### config.mk
export PLATFORM = sky130hd
export DESIGN_NAME = hazard_ctrl
export DESIGN_NICKNAME = d
export VERILOG_FILES = /design/src/rtl/hazard_ctrl.sv
export SDC_FILE = /design/constraint.sdc
export NUM_CORES = 1
export LEC_CHECK = 0
export BUFFER_PORTS_ARGS = -buffer_cell sky130_fd_sc_hd__buf_4
export CAP_MARGIN = 10
export CORE_MARGIN = 2
export CORE_UTILIZATION = 49
export CTS_BUF_LIST = sky130_fd_sc_hd__clkbuf_8
export DETAILED_ROUTE_END_ITERATION = 7
export PLACE_DENSITY_LB_ADDON = 0.15
export SYNTH_ARGS = -nofsm -noshare
export SYNTH_HDL_FRONTEND = slang
export SYNTH_SLANG_ARGS = --single-unit
export TNS_END_PERCENT = 30
### constraint.sdc
create_clock -name clk -period 2.53 [get_ports clk]
set_clock_uncertainty 0.1 [all_clocks]
set_input_delay 0.3795 -clock clk [delete_from_list [all_inputs] [get_ports clk]]
set_output_delay 0.3795 -clock clk [all_outputs]
set_load 0.1 [all_outputs]
### src/rtl/hazard_ctrl.sv
// hazard_ctrl -- pipeline sequencing controller for the five-stage core.
//
// Turns the execute-stage redirect, the ID/EX load-use condition and the
// instruction/data memory stall lines into pipeline-register write enables,
// bubble strobes and the PC source select.
//
// Behaviour summary:
//   * A redirect that resolves while a fetch is stalled is latched into
//     redirect_pc.
//   * The latched redirect is replayed once the fetch completes.
//   * The core freezes in HALTED once a halt retires.
//   * Saturating stall and flush counters are maintained.
//
// Ports:
//   clk, rst             clock, synchronous active-high reset
//   ex_flush/ex_next_pc  redirect request and target from EX
//   IDEX_MemRead/IDEX_DstRegNum, IFID_Instr, IFID_ValidRs/Rt  load-use inputs
//   imem_stall, dmem_stall                                   memory stall lines
//   halt_wb              halt instruction retiring in WB
//   PC_WE, PC_Sel        PC enable and source (00 pc+2, 01 ex_next_pc, 10 redirect_pc)
//   redirect_pc          latched pending redirect target
//   IFID_WE, IDEX_WE, EXMEM_WE               pipeline register enables
//   IFID_Flush, IDEX_Flush, MEMWB_Flush      bubble strobes
//   halted               core is halted
//   stall_cnt, flush_cnt saturating performance counters
module hazard_ctrl #(
    parameter int CNT_W = 16
) (
    input  logic             clk,
    input  logic             rst,
    input  logic             ex_flush,
    input  logic [15:0]      ex_next_pc,
    input  logic             IDEX_MemRead,
    input  logic [2:0]       IDEX_DstRegNum,
    input  logic [15:0]      IFID_Instr,
    input  logic             IFID_ValidRs,
    input  logic             IFID_ValidRt,
    input  logic             imem_stall,
    input  logic             dmem_stall,
    input  logic             halt_wb,
    output logic             PC_WE,
    output logic [1:0]       PC_Sel,
    output logic [15:0]      redirect_pc,
    output logic             IFID_WE,
    output logic             IDEX_WE,
    output logic             EXMEM_WE,
    output logic             IFID_Flush,
    output logic             IDEX_Flush,
    output logic             MEMWB_Flush,
    output logic             halted,
    output logic [CNT_W-1:0] stall_cnt,
    output logic [CNT_W-1:0] flush_cnt
);

    localparam logic [0:0] S_RUN    = 1'b0;
    localparam logic [0:0] S_HALTED = 1'b1;

    logic [0:0]  state;
    logic        pend;
    logic        pend_nxt;
    logic [15:0] rpc_nxt;
    logic        flush_inc;
    logic        load_use;

    assign load_use = IDEX_MemRead &&
                      ((IFID_ValidRs && (IFID_Instr[10:8] == IDEX_DstRegNum)) ||
                       (IFID_ValidRt && (IFID_Instr[7:5]  == IDEX_DstRegNum)));

    always_comb begin
        PC_WE       = 1'b1;
        PC_Sel      = 2'b00;
        IFID_WE     = 1'b1;
        IDEX_WE     = 1'b1;
        EXMEM_WE    = 1'b1;
        IFID_Flush  = 1'b0;
        IDEX_Flush  = 1'b0;
        MEMWB_Flush = 1'b0;
        halted      = 1'b0;
        pend_nxt    = pend;
        rpc_nxt     = redirect_pc;
        flush_inc   = 1'b0;

        if (rst) begin
            PC_WE       = 1'b0;
            IFID_WE     = 1'b0;
            IDEX_WE     = 1'b0;
            EXMEM_WE    = 1'b0;
            IFID_Flush  = 1'b1;
            IDEX_Flush  = 1'b1;
            MEMWB_Flush = 1'b1;
        end else if (state == S_HALTED) begin
            PC_WE    = 1'b0;
            IFID_WE  = 1'b0;
            IDEX_WE  = 1'b0;
            EXMEM_WE = 1'b0;
            halted   = 1'b1;
        end else if (dmem_stall) begin
            // Whole pipe frozen; EX keeps its redirect and re-asserts it later.
            PC_WE       = 1'b0;
            IFID_WE     = 1'b0;
            IDEX_WE     = 1'b0;
            EXMEM_WE    = 1'b0;
            MEMWB_Flush = 1'b1;
        end else if (ex_flush && imem_stall) begin
            // Fetch can't take the new PC yet: park the target.
            PC_WE      = 1'b0;
            IFID_Flush = 1'b1;
            IDEX_Flush = 1'b1;
            rpc_nxt    = ex_next_pc;
            pend_nxt   = 1'b1;
            flush_inc  = 1'b1;
        end else if (ex_flush) begin
            // A newer redirect supersedes any parked one.
            PC_Sel     = 2'b01;
            IFID_Flush = 1'b1;
            IDEX_Flush = 1'b1;
            pend_nxt   = 1'b0;
            flush_inc  = 1'b1;
        end else if (imem_stall) begin
            PC_WE      = 1'b0;
            IFID_Flush = 1'b1;
        end else if (pend) begin
            // The fetch that just completed was wrong-path; drop it.
            PC_Sel     = 2'b10;
            IFID_Flush = 1'b1;
            pend_nxt   = 1'b0;
        end else if (load_use) begin
            PC_WE      = 1'b0;
            IFID_WE    = 1'b0;
            IDEX_Flush = 1'b1;
        end
    end

    always_ff @(posedge clk) begin
        if (rst) begin
            state       <= S_RUN;
            pend        <= 1'b0;
            redirect_pc <= 16'h0000;
            stall_cnt   <= '0;
            flush_cnt   <= '0;
        end else if (state == S_RUN) begin
            pend        <= pend_nxt;
            redirect_pc <= rpc_nxt;
            if (!PC_WE && (stall_cnt != {CNT_W{1'b1}}))
                stall_cnt <= stall_cnt + CNT_W'(1);
            if (flush_inc && (flush_cnt != {CNT_W{1'b1}}))
                flush_cnt <= flush_cnt + CNT_W'(1);
            if (halt_wb && !dmem_stall)
                state <= S_HALTED;
        end
    end

endmodule

==> impl_results.md, run 1 <==
* Initial Utilization at 51.9%
* Layout cell share with drive strength beyond 1 at 35.2%
* RSZ-0062 raised after global routing: false
* Final setup viols at 0
* FF+latch count, synth at 50
* Drt first pass iters at 4
* Max Cap Violations at 0
* Area grow syn2layout at 40.9%
* Final hold violations at 0
* Fraction of registers with async set/reset at 0%
* Crit-path max FO at 4
* Setup TNS at 0 ns
* Worst-Skew Late Latency at 0.30 ns
* CTS Hold Buffers Added at 0
* Post-route cell area at 0.00325 mm²
* CP Launch Type: primary input
* R2R Path Start: stall_cnt[0]
* Setup Fix Bufs, Post-CTS at 0
* Req. time, crit path at 2.05 ns
* Detailed Place HPWL at 4340 µm
* Logic pwr share at 21.3%
* Ant. Diodes at 0
* LEAKAGE at 0.00135 µW
* CP arrival at 1.74 ns
* CTS Root Cell: clkbuf_8
* Nets at 420
* Die height at 72.6 µm
* Post-layout minimum cycle time at between 2 and 2.5 ns
* Setup Crit Path Kind: in2out
* Worst Tran Pin Value at 0.625 ns
* Worst Hold Class: in2reg
* Core area at 0.00444 mm²
* DR iter-0 viols at 86
* Status: finished clean
* Syn Nets at approximately 330
* Post-synth EDFFs at 0
* Max Fclk at 451 MHz
* Vias in the first global route at 2,205
* Synth Area per Inst at a little over 8 µm²
* Cells after synthesis at 279
* Num CTS Buffers at 5
* Commonest cells after routing, fill and taps aside: 100 x buf_4, 49 x nand2_1, 37 x dfxtp_1
* Routed WL at ~6000 µm
* Clock-pin transition on the worst setup and hold timing paths at 0.10 ns
* Reg power frac at 46.1%
* Worst VDD drop at 0.330 mV
* DRT antenna net count at 0
* Pin count of the biggest net entering global routing at 59
* Worst Min Path Start: halt_wb
* Final hold slack at 0.184 ns
* Setup crit end kind: output port
* Ys Warns at 0
* Switch Pwr at 567 µW
* CTS tree: yes
* Global-route wire length before repair at 9580 µm
* Power per standard cell area at between 500 and 600 mW/mm²
* Input/output buffers at 91
* Placed Area at 0.00313 mm²
* Placer Congestion at 0.795
* CTS sink cnt at 50
* Yosys cell types at 36
* I/O pins at roughly 100
* Vias at 2,318
* Period utilization at 87.6%
* Commonest non-fill, non-tap cell in the layout: buf_4
* Post-Syn Area at 0.00230 mm²
* Cell-internal power at 1220 µW
* Net Sw Frac at 31.8%
* Die ar. at 0.00527 mm²
* Post-synth top flop: dfxtp_1
* Max transition margin at 58.2%
* Max Buffers Root-to-Sink at 2
* Vias per cell at about 5.4
* Row count at 24
* Worst Setup SP: IFID_Instr[8]
* Post-CTS sizing at 0
* Antenna violations before repair at 0
* DR WL/cell at approximately 14 µm
* Clock Power Share at 32.6%
* H-tree levels at 2
* DRC viols at 0
* Max Slew Vio Count at 0
* DIE WIDTH at 72.6 µm
* Total track usage at 22.7%
* Register area share after synthesis at 43.4%
* Gr ovfl total at 0
-- through the flow --
step	cells	utilization (%)	worst slack [ns]	power [µW]
2_1_floorplan	279	-	-0.305	1110
6_report	427	73.1	0.314	1780
4_1_cts	427	73.1	0.305	1800
5_1_grt	427	73.1	0.249	1850
3_3_place_gp	419	70.4	0.177	1210
3_5_place_dp	419	70.4	0.173	1220
-- cells by family after synthesis --
family	Yosys count	share of synthesized area [%]
AND/OR/NAND/NOR	137	28.7
XOR/XNOR	24	9.12
adder cells (fa/ha/maj)	2	1.09
flip-flops	50	43.4
buffers and inverters	16	3.26
AO/OA/AOI/OAI	47	13.0
multiplexers	3	1.41
-- synthesized netlist by cell type, types with 4 or more instances --
library cell	n	area [µm²]
nor2_1	31	116
or4_1	8	60.1
o31ai_1	6	45.0
clkbuf_1	9	33.8
nor2b_1	5	31.3
inv_1	4	15.0
xor2_1	13	114
o21ai_0	5	25.0
xnor2_1	11	96.3
nand3_1	14	70.1
nor4_1	4	25.0
dfxtp_1	50	1000
nand4_1	11	68.8
a21oi_1	25	125
nand2_1	49	184
-- worst paths after layout --
| path | end | slack, ns | cells after the start |
|---|---|---|---|
| setup / recovery | PC_WE | 0.31 | 7 |
| hold / removal | state | 0.18 | 3 |
| setup reg to reg | stall_cnt[7] | 0.38 | 7 |
| hold reg to reg | redirect_pc[12] | 0.36 | 2 |
-- power by group through the flow --
stage	Clock, µW	Combinational [µW]	Sequential (µW)
after CTS	593	381	821
after global routing	621	402	824
after floorplan	0	153	952
final	582	380	821
after global placement	0	374	838
after detailed placement	0	381	840
-- state kept, by name, indices dropped and copies added (netlist names) --
signal,count
state,1
stall_cnt,16
pend,1
redirect_pc,16
flush_cnt,16
-- cell type report --
cell class | instances | area [µm²]
multi-input combinational | 213 | 1280
fill | 368 | 1200
sequential | 50 | 1020
timing repair buffer | 100 | 751
clock buffer | 5 | 68.8
tap | 52 | 65.1
clock inverter | 3 | 47.5
inverter | 4 | 15.0
-- per-layer routing --
layer  vias to the layer above  wire length [µm]  part of all wire [%]  GRT usage, %
met5                         -                 0                     0             0
met4                         0                42                  0.72          7.20
met3                         5               505                   8.6          7.04
met2                        79              2780                    48          38.0
met1                      1065              2520                    43          27.8
li1                       1169                 -                     -             -
-- critical path, stage by stage --
cell and delay [ns]:
buf_4 0.11, xnor2_1 0.15, nand4_1 0.19, a2111oi_4 0.43, buf_4 0.20, nor2_2 0.04
buf_4 0.23
Note: power is estimated with default switching activity, not from simulation.
==> run 2: changes to the inputs <==
--- a/config.mk
+++ b/config.mk
@@ -7,7 +7,7 @@
 export LEC_CHECK = 0
 export BUFFER_PORTS_ARGS = -buffer_cell sky130_fd_sc_hd__buf_4
 export CAP_MARGIN = 10
-export CORE_MARGIN = 2
+export CORE_MARGIN = 4
 export CORE_UTILIZATION = 49
 export CTS_BUF_LIST = sky130_fd_sc_hd__clkbuf_8
 export DETAILED_ROUTE_END_ITERATION = 7
==> run 2 against run 1 <==
  * Worst hold slack better by 0.016 ns
  * Critical path type unchanged
  * Power is 5.7% lower
  * Sequential share of layout area is 0.23 points higher
==> impl_results.md, run 2 (synthesized netlist as in run 1, its figures left out) <==
* Status: finished clean
* Max transition margin at 57.5%
* Period utilization at 87.6%
* Area grow syn2layout at 39.8%
* CTS sink cnt at 50
* Vias in the first global route at 2,275
* Row count at 24
* DR WL/cell at 14.2 µm
* Worst Min Path Start: halt_wb
* Clock Power Share at between 20% and 30%
* Setup Fix Bufs, Post-CTS at 0
* Final Instance Count excl. Fillers at 426
* Crit-path max FO at 4
* Commonest non-fill, non-tap cell in the layout: buf_4
* CP arrival at 1.74 ns
* Worst-path cell chain: buf_4, xnor2_1, nand4_1, a2111oi_4, buf_4, nor2_2, buf_4
* Clock-pin transition on the worst setup and hold timing paths at 0.08 ns
* Setup TNS at 0 ns
* Worst Tran Pin Value at 0.636 ns
* Hold Path Sink: state
* Worst VDD drop at 0.376 mV
* Reg-to-Reg End: stall_cnt[11]
* Final hold violations at 0
* Commonest cells after routing, fill and taps aside: 99 x buf_4, 49 x nand2_1, 37 x dfxtp_1
* DRC viols at 0
* Vias per cell at 5.46
* Routed WL at 6060 µm
* Placer Congestion at 0.841
* I/O pins at 102
* Post-CTS sizing at 0
* Worst Hold Class: in2reg
* Global-route wire length before repair at 10,300 µm
* Post-layout minimum cycle time at 2.22 ns
* Req. time, crit path at 2.05 ns
* CTS Root Cell: clkbuf_8
* Switch Pwr at ~550 µW
* R2R Path Start: stall_cnt[0]
* Core area at approximately 0.0044 mm²
* Input/output buffers at 91
* R2R Setup Slk at 0.38 ns
* LEAKAGE at 0.00134 µW
* Cell-internal power at 1140 µW
* Max Fclk at approximately 450 MHz
* DR iter-0 viols at 109
* Max Slew Vio Count at 0
* Max Cap Violations at 0
* Setup Crit Path Kind: in2out
* DIE WIDTH at 76.6 µm
* RSZ-0062 raised after global routing: false
* Top Registers: flush_cnt (16), redirect_pc (16), stall_cnt (16)
* Max Buffers Root-to-Sink at 2
* CTS Hold Buffers Added at 0
* Pin count of the biggest net entering global routing at 59
* Hold Path Cell Cnt at 3
* H-tree levels at 2
* Gr ovfl total at 0
* DRT antenna net count at 0
* Reg power frac at 49.2%
* CTS tree: yes
* Placed Area at 0.00312 mm²
* Nets at between 400 and 500
* Dpl cells at 418
* Detailed Place HPWL at between 4000 and 5000 µm
* Logic pwr share at 22.0%
* Die ar. at 0.00586 mm²
* Ant. Diodes at 0
* Buf/Inv on CP at 3
* CP Launch Type: primary input
* Vias at 2,326
* Final hold slack at roughly 0.2 ns
* Worst R2R Path Depth at 6
* Place WS at 0.147 ns
* Final setup margin at 0.314 ns
* Setup crit end kind: output port
* Largest delay share family, worst path: buffers and inverters
* CP dominant cell by count: buf_4
* Post-route cell area at around 0.0032 mm²
* Critical-path top delay cell: a2111oi_4
* Total track usage at 20.8%
* Net Sw Frac at 32.5%
* Final setup viols at 0
* Die height at 76.6 µm
* Crit path largest cell delay at 0.45 ns
* Layout cell share with drive strength beyond 1 at 35.0%
* Initial Utilization at 51.9%
* Drt first pass iters at 4
* Worst-Skew Late Latency at around 0.29 ns
* Power per standard cell area at 522 mW/mm²
* Num CTS Buffers at 5
* Antenna violations before repair at 0
run 2: cell types whose count changed in the layout (fill, tap and decap cells not counted), sizes merged:
| cell | before | now |
|---|---|---|
| inv | 6 | 4 |
| clkinv | 0 | 2 |
| buf | 100 | 99 |
| clkbuf | 5 | 6 |
| bufinv | 1 | 0 |
run 2: worst max path at each step:
stage                    endpoint               from  slack [ns]  cells after the start
global placement    stall_cnt[11]      IFID_Instr[8]        0.16                      7
finish                      PC_WE     IFID_Instr[10]        0.31                      7
global route                PC_WE  IDEX_DstRegNum[1]        0.24                      7
detailed placement  stall_cnt[11]     IFID_Instr[10]        0.15                      7
floorplan               PC_Sel[1]         dmem_stall       -0.31                      3
CTS                         PC_WE     IFID_Instr[10]        0.30                      7
run 2: area by class of cell:
type / count / area (µm²)
multi-input combinational: 213 / 1280
fill: 370 / 1220
sequential: 50 / 1020
timing repair buffer: 99 / 743
clock buffer: 6 / 82.6
tap: 52 / 65.1
clock inverter: 2 / 17.5
inverter: 4 / 15.0
run 2: metrics by stage:
step,total power [µW],utilization (%)
2_1_floorplan,1110,-
3_3_place_gp,1210,70.3
3_5_place_dp,1210,70.3
4_1_cts,1700,72.5
5_1_grt,1760,72.5
6_report,1680,72.5
run 2: tightest hold or removal path, cell delays in order:
cell and delay (ns):
buf_4 0.08, nor2_1 0.03, nor2_1 0.06
run 2: metal layers:
metal  up-vias  wire length [µm]  track usage, %
li1       1163                 -               -
met1      1080              2690            25.3
met2        79              2850            34.8
met3         4               478            7.92
met4         0                39            4.71
met5         -                 0               0
run 2: power groups by stage:
| stage | logic, µW | clock network, µW | registers [µW] |
|---|---|---|---|
| 6_report | 369 | 484 | 827 |
| 3_5_place_dp | 370 | 0 | 845 |
| 3_3_place_gp | 365 | 0 | 844 |
| 5_1_grt | 389 | 543 | 830 |
| 2_1_floorplan | 153 | 0 | 952 |
| 4_1_cts | 371 | 503 | 827 |
==> run 3: changes to the inputs <==
--- a/config.mk
+++ b/config.mk
@@ -8,7 +8,7 @@
 export BUFFER_PORTS_ARGS = -buffer_cell sky130_fd_sc_hd__buf_4
 export CAP_MARGIN = 10
 export CORE_MARGIN = 4
-export CORE_UTILIZATION = 49
+export CORE_UTILIZATION = 52
 export CTS_BUF_LIST = sky130_fd_sc_hd__clkbuf_8
 export DETAILED_ROUTE_END_ITERATION = 7
 export PLACE_DENSITY_LB_ADDON = 0.15
==> constraint.sdc (replaced) <==
create_clock -name clk -period 2.83 [get_ports clk]
set_clock_uncertainty 0.1 [all_clocks]
set_input_delay 0.4245 -clock clk [delete_from_list [all_inputs] [get_ports clk]]
set_output_delay 0.4245 -clock clk [all_outputs]
set_load 0.1 [all_outputs]
==> run 3 against run 2 <==
  * Utilization grew 3.6 points
  * Highest routed layer unchanged
  * Worst setup slack gained 0.21 ns
  * Critical path depth is the same
  * Clock power grew 6.4%
  * Critical path type unchanged
  * Critical endpoint unchanged
  * Final cell count shrank 1.9%
  * Sequential power shrank 11%
  * Non-clock buffer count shrank 5
==> impl_results.md, run 3 (synthesized netlist as in run 1, its figures left out) <==
* Status: finished clean
* Crit-path max FO at 4
* Worst Setup SP: IFID_Instr[10]
* H-tree levels at 2
* Commonest non-fill, non-tap cell in the layout: buf_4
* DRT antenna net count at 0
* CTS Root Cell: clkbuf_8
* Place WS at 0.322 ns
* Nets at 414
* CTS Hold Buffers Added at 0
* Req. time, crit path at 2.31 ns
* Hold Path Sink: state
* Power per standard cell area at 499 mW/mm²
* Initial Utilization at 55.6%
* Setup Crit Path Kind: in2out
* Seq. cell area at 0.00100 mm²
* Max Buffers Root-to-Sink at 2
* Setup crit end kind: output port
* I/O pins at ~100
* Vias in the first global route at 2,197
* Post-CTS sizing at 0
* Worst-Skew Late Latency at 0.30 ns
* Final Instance Count excl. Fillers at around 420
* Max transition margin at 45.6%
* Row count at 23
* PnR Total Power at 1580 µW
* Pin count of the biggest net entering global routing at 59
* R2R Setup Slk at 0.53 ns
* Area of the multi-input gates at 0.00126 mm²
* Top Registers: flush_cnt (16), redirect_pc (16), stall_cnt (16)
* DIE WIDTH at 74.6 µm
* CTS tree: yes
* Core area at 0.00414 mm²
* Cell-internal power at 1090 µW
* Gr ovfl total at 0
* Die ar. at 0.00556 mm²
* Reg power frac at 46.9%
* Post-layout minimum cycle time at 2.31 ns
* Antenna violations before repair at 0
* Worst Min Path Start: halt_wb
* Detailed Place HPWL at ~4200 µm
* Net Sw Frac at a little under a third
* Final hold violations at 0
* DRC viols at 0
* Area grow syn2layout at 36.9%
* Drt first pass iters at 4
* CP Launch Type: primary input
* Layout cell share with drive strength beyond 1 at 30.2%
* Worst Tran Pin Value at 0.809 ns
* DR WL/cell at around 14 µm
* Switch Pwr at 485 µW
* Routed WL at 5980 µm
* Reg-to-Reg End: flush_cnt[5]
* Clock Power Share at 32.7%
* Ant. Diodes at 0
* DR iter-0 viols at 168
* Global-route wire length before repair at ~9800 µm
* Worst VDD drop at approximately 0.32 mV
* Commonest cells after routing, fill and taps aside: 94 x buf_4, 50 x dfxtp_1, 49 x nand2_1
* Final setup margin at 0.524 ns
* Max Slew Vio Count at 0
* Max Fclk at 434 MHz
* Worst Hold Class: in2reg
* Vias per cell at approximately 5.5
* Num CTS Buffers at 5
* Max Cap Violations at 0
* Input/output buffers at 91
* Total track usage at 22.5%
* Vias at 2,305
* LEAKAGE at about 0.0013 µW
* Placer Congestion at around 0.78
* Clock-pin transition on the worst setup and hold timing paths at 0.08 ns
* Dpl cells at 411
* R2R Path Start: flush_cnt[6]
* RSZ-0062 raised after global routing: false
* CTS sink cnt at 50
* Final setup viols at 0
* Hold Path Cell Cnt at 3
* Period utilization at just over 80%
* Die height at 74.6 µm
* Logic pwr share at between 20% and 30%
* CP arrival at 1.78 ns
* Fillers at 316
* Setup Fix Bufs, Post-CTS at 0
* Worst R2R Path Depth at 6
==> run 3: changes by cell type in the layout (fill, tap and decap cells not counted) <==
| cell | previous run | this run |
|---|---|---|
| buf_4 | 99 | 94 |
| bufinv_16 | 0 | 1 |
| clkinv_4 | 2 | 0 |
| dfxtp_1 | 37 | 50 |
| dfxtp_2 | 13 | 0 |
| nor4_1 | 3 | 4 |
| nor4_2 | 0 | 1 |
| nor4_4 | 2 | 0 |
==> run 3: cell type report <==
cell class                 instances  area share (%)
clock inverter                     1           0.952
clock buffer                       6            2.62
inverter                           4           0.476
tap                               50            1.98
sequential                        50            31.7
multi-input combinational        213            39.9
timing repair buffer              94            22.4
==> run 3: routing by layer <==
layer	up-vias	share of wire, %	global-route usage (%)	routed length, µm
met2	72	51	38.4	3050
li1	1150	-	-	-
met3	17	7.2	6.62	431
met4	0	2.4	9.49	144
met1	1066	39	26.3	2360
met5	-	0	0	0
==> run 3: worst max path at each step <==
stage | to | cells past startpoint | slack, ns
floorplan | PC_Sel[1] | 3 | -0.1
global placement | stall_cnt[11] | 7 | 0.33
detailed placement | stall_cnt[11] | 7 | 0.32
CTS | PC_WE | 7 | 0.53
global route | flush_cnt[13] | 6 | 0.29
finish | PC_WE | 7 | 0.52
==> run 3: critical path, stage by stage <==
cell and delay (ns):
buf_4 0.11, xnor2_1 0.16, nand4_1 0.18, a2111oi_4 0.43
buf_4 0.20, nor2_2 0.04, buf_4 0.23
==> run 3: power by group through the flow <==
| stage | registers [µW] | logic, µW | clock network (µW) |
|---|---|---|---|
| 5_1_grt | 742 | 338 | 557 |
| 3_3_place_gp | 755 | 318 | 0 |
| 3_5_place_dp | 756 | 321 | 0 |
| 6_report | 739 | 321 | 515 |
| 4_1_cts | 739 | 322 | 522 |
| 2_1_floorplan | 851 | 137 | 0 |
==> run 3: stage by stage <==
step	setup TNS, ns	hold WS [ns]	utilization [%]	instance area (µm²)
6_report	0	0.229	76.1	3160
4_1_cts	0	0.231	76.1	3160
5_1_grt	0	0.222	76.1	3160
2_1_floorplan	-0.189	0.426	-	2330
3_5_place_dp	0	0.347	73.4	3040
3_3_place_gp	0	0.342	73.4	3040
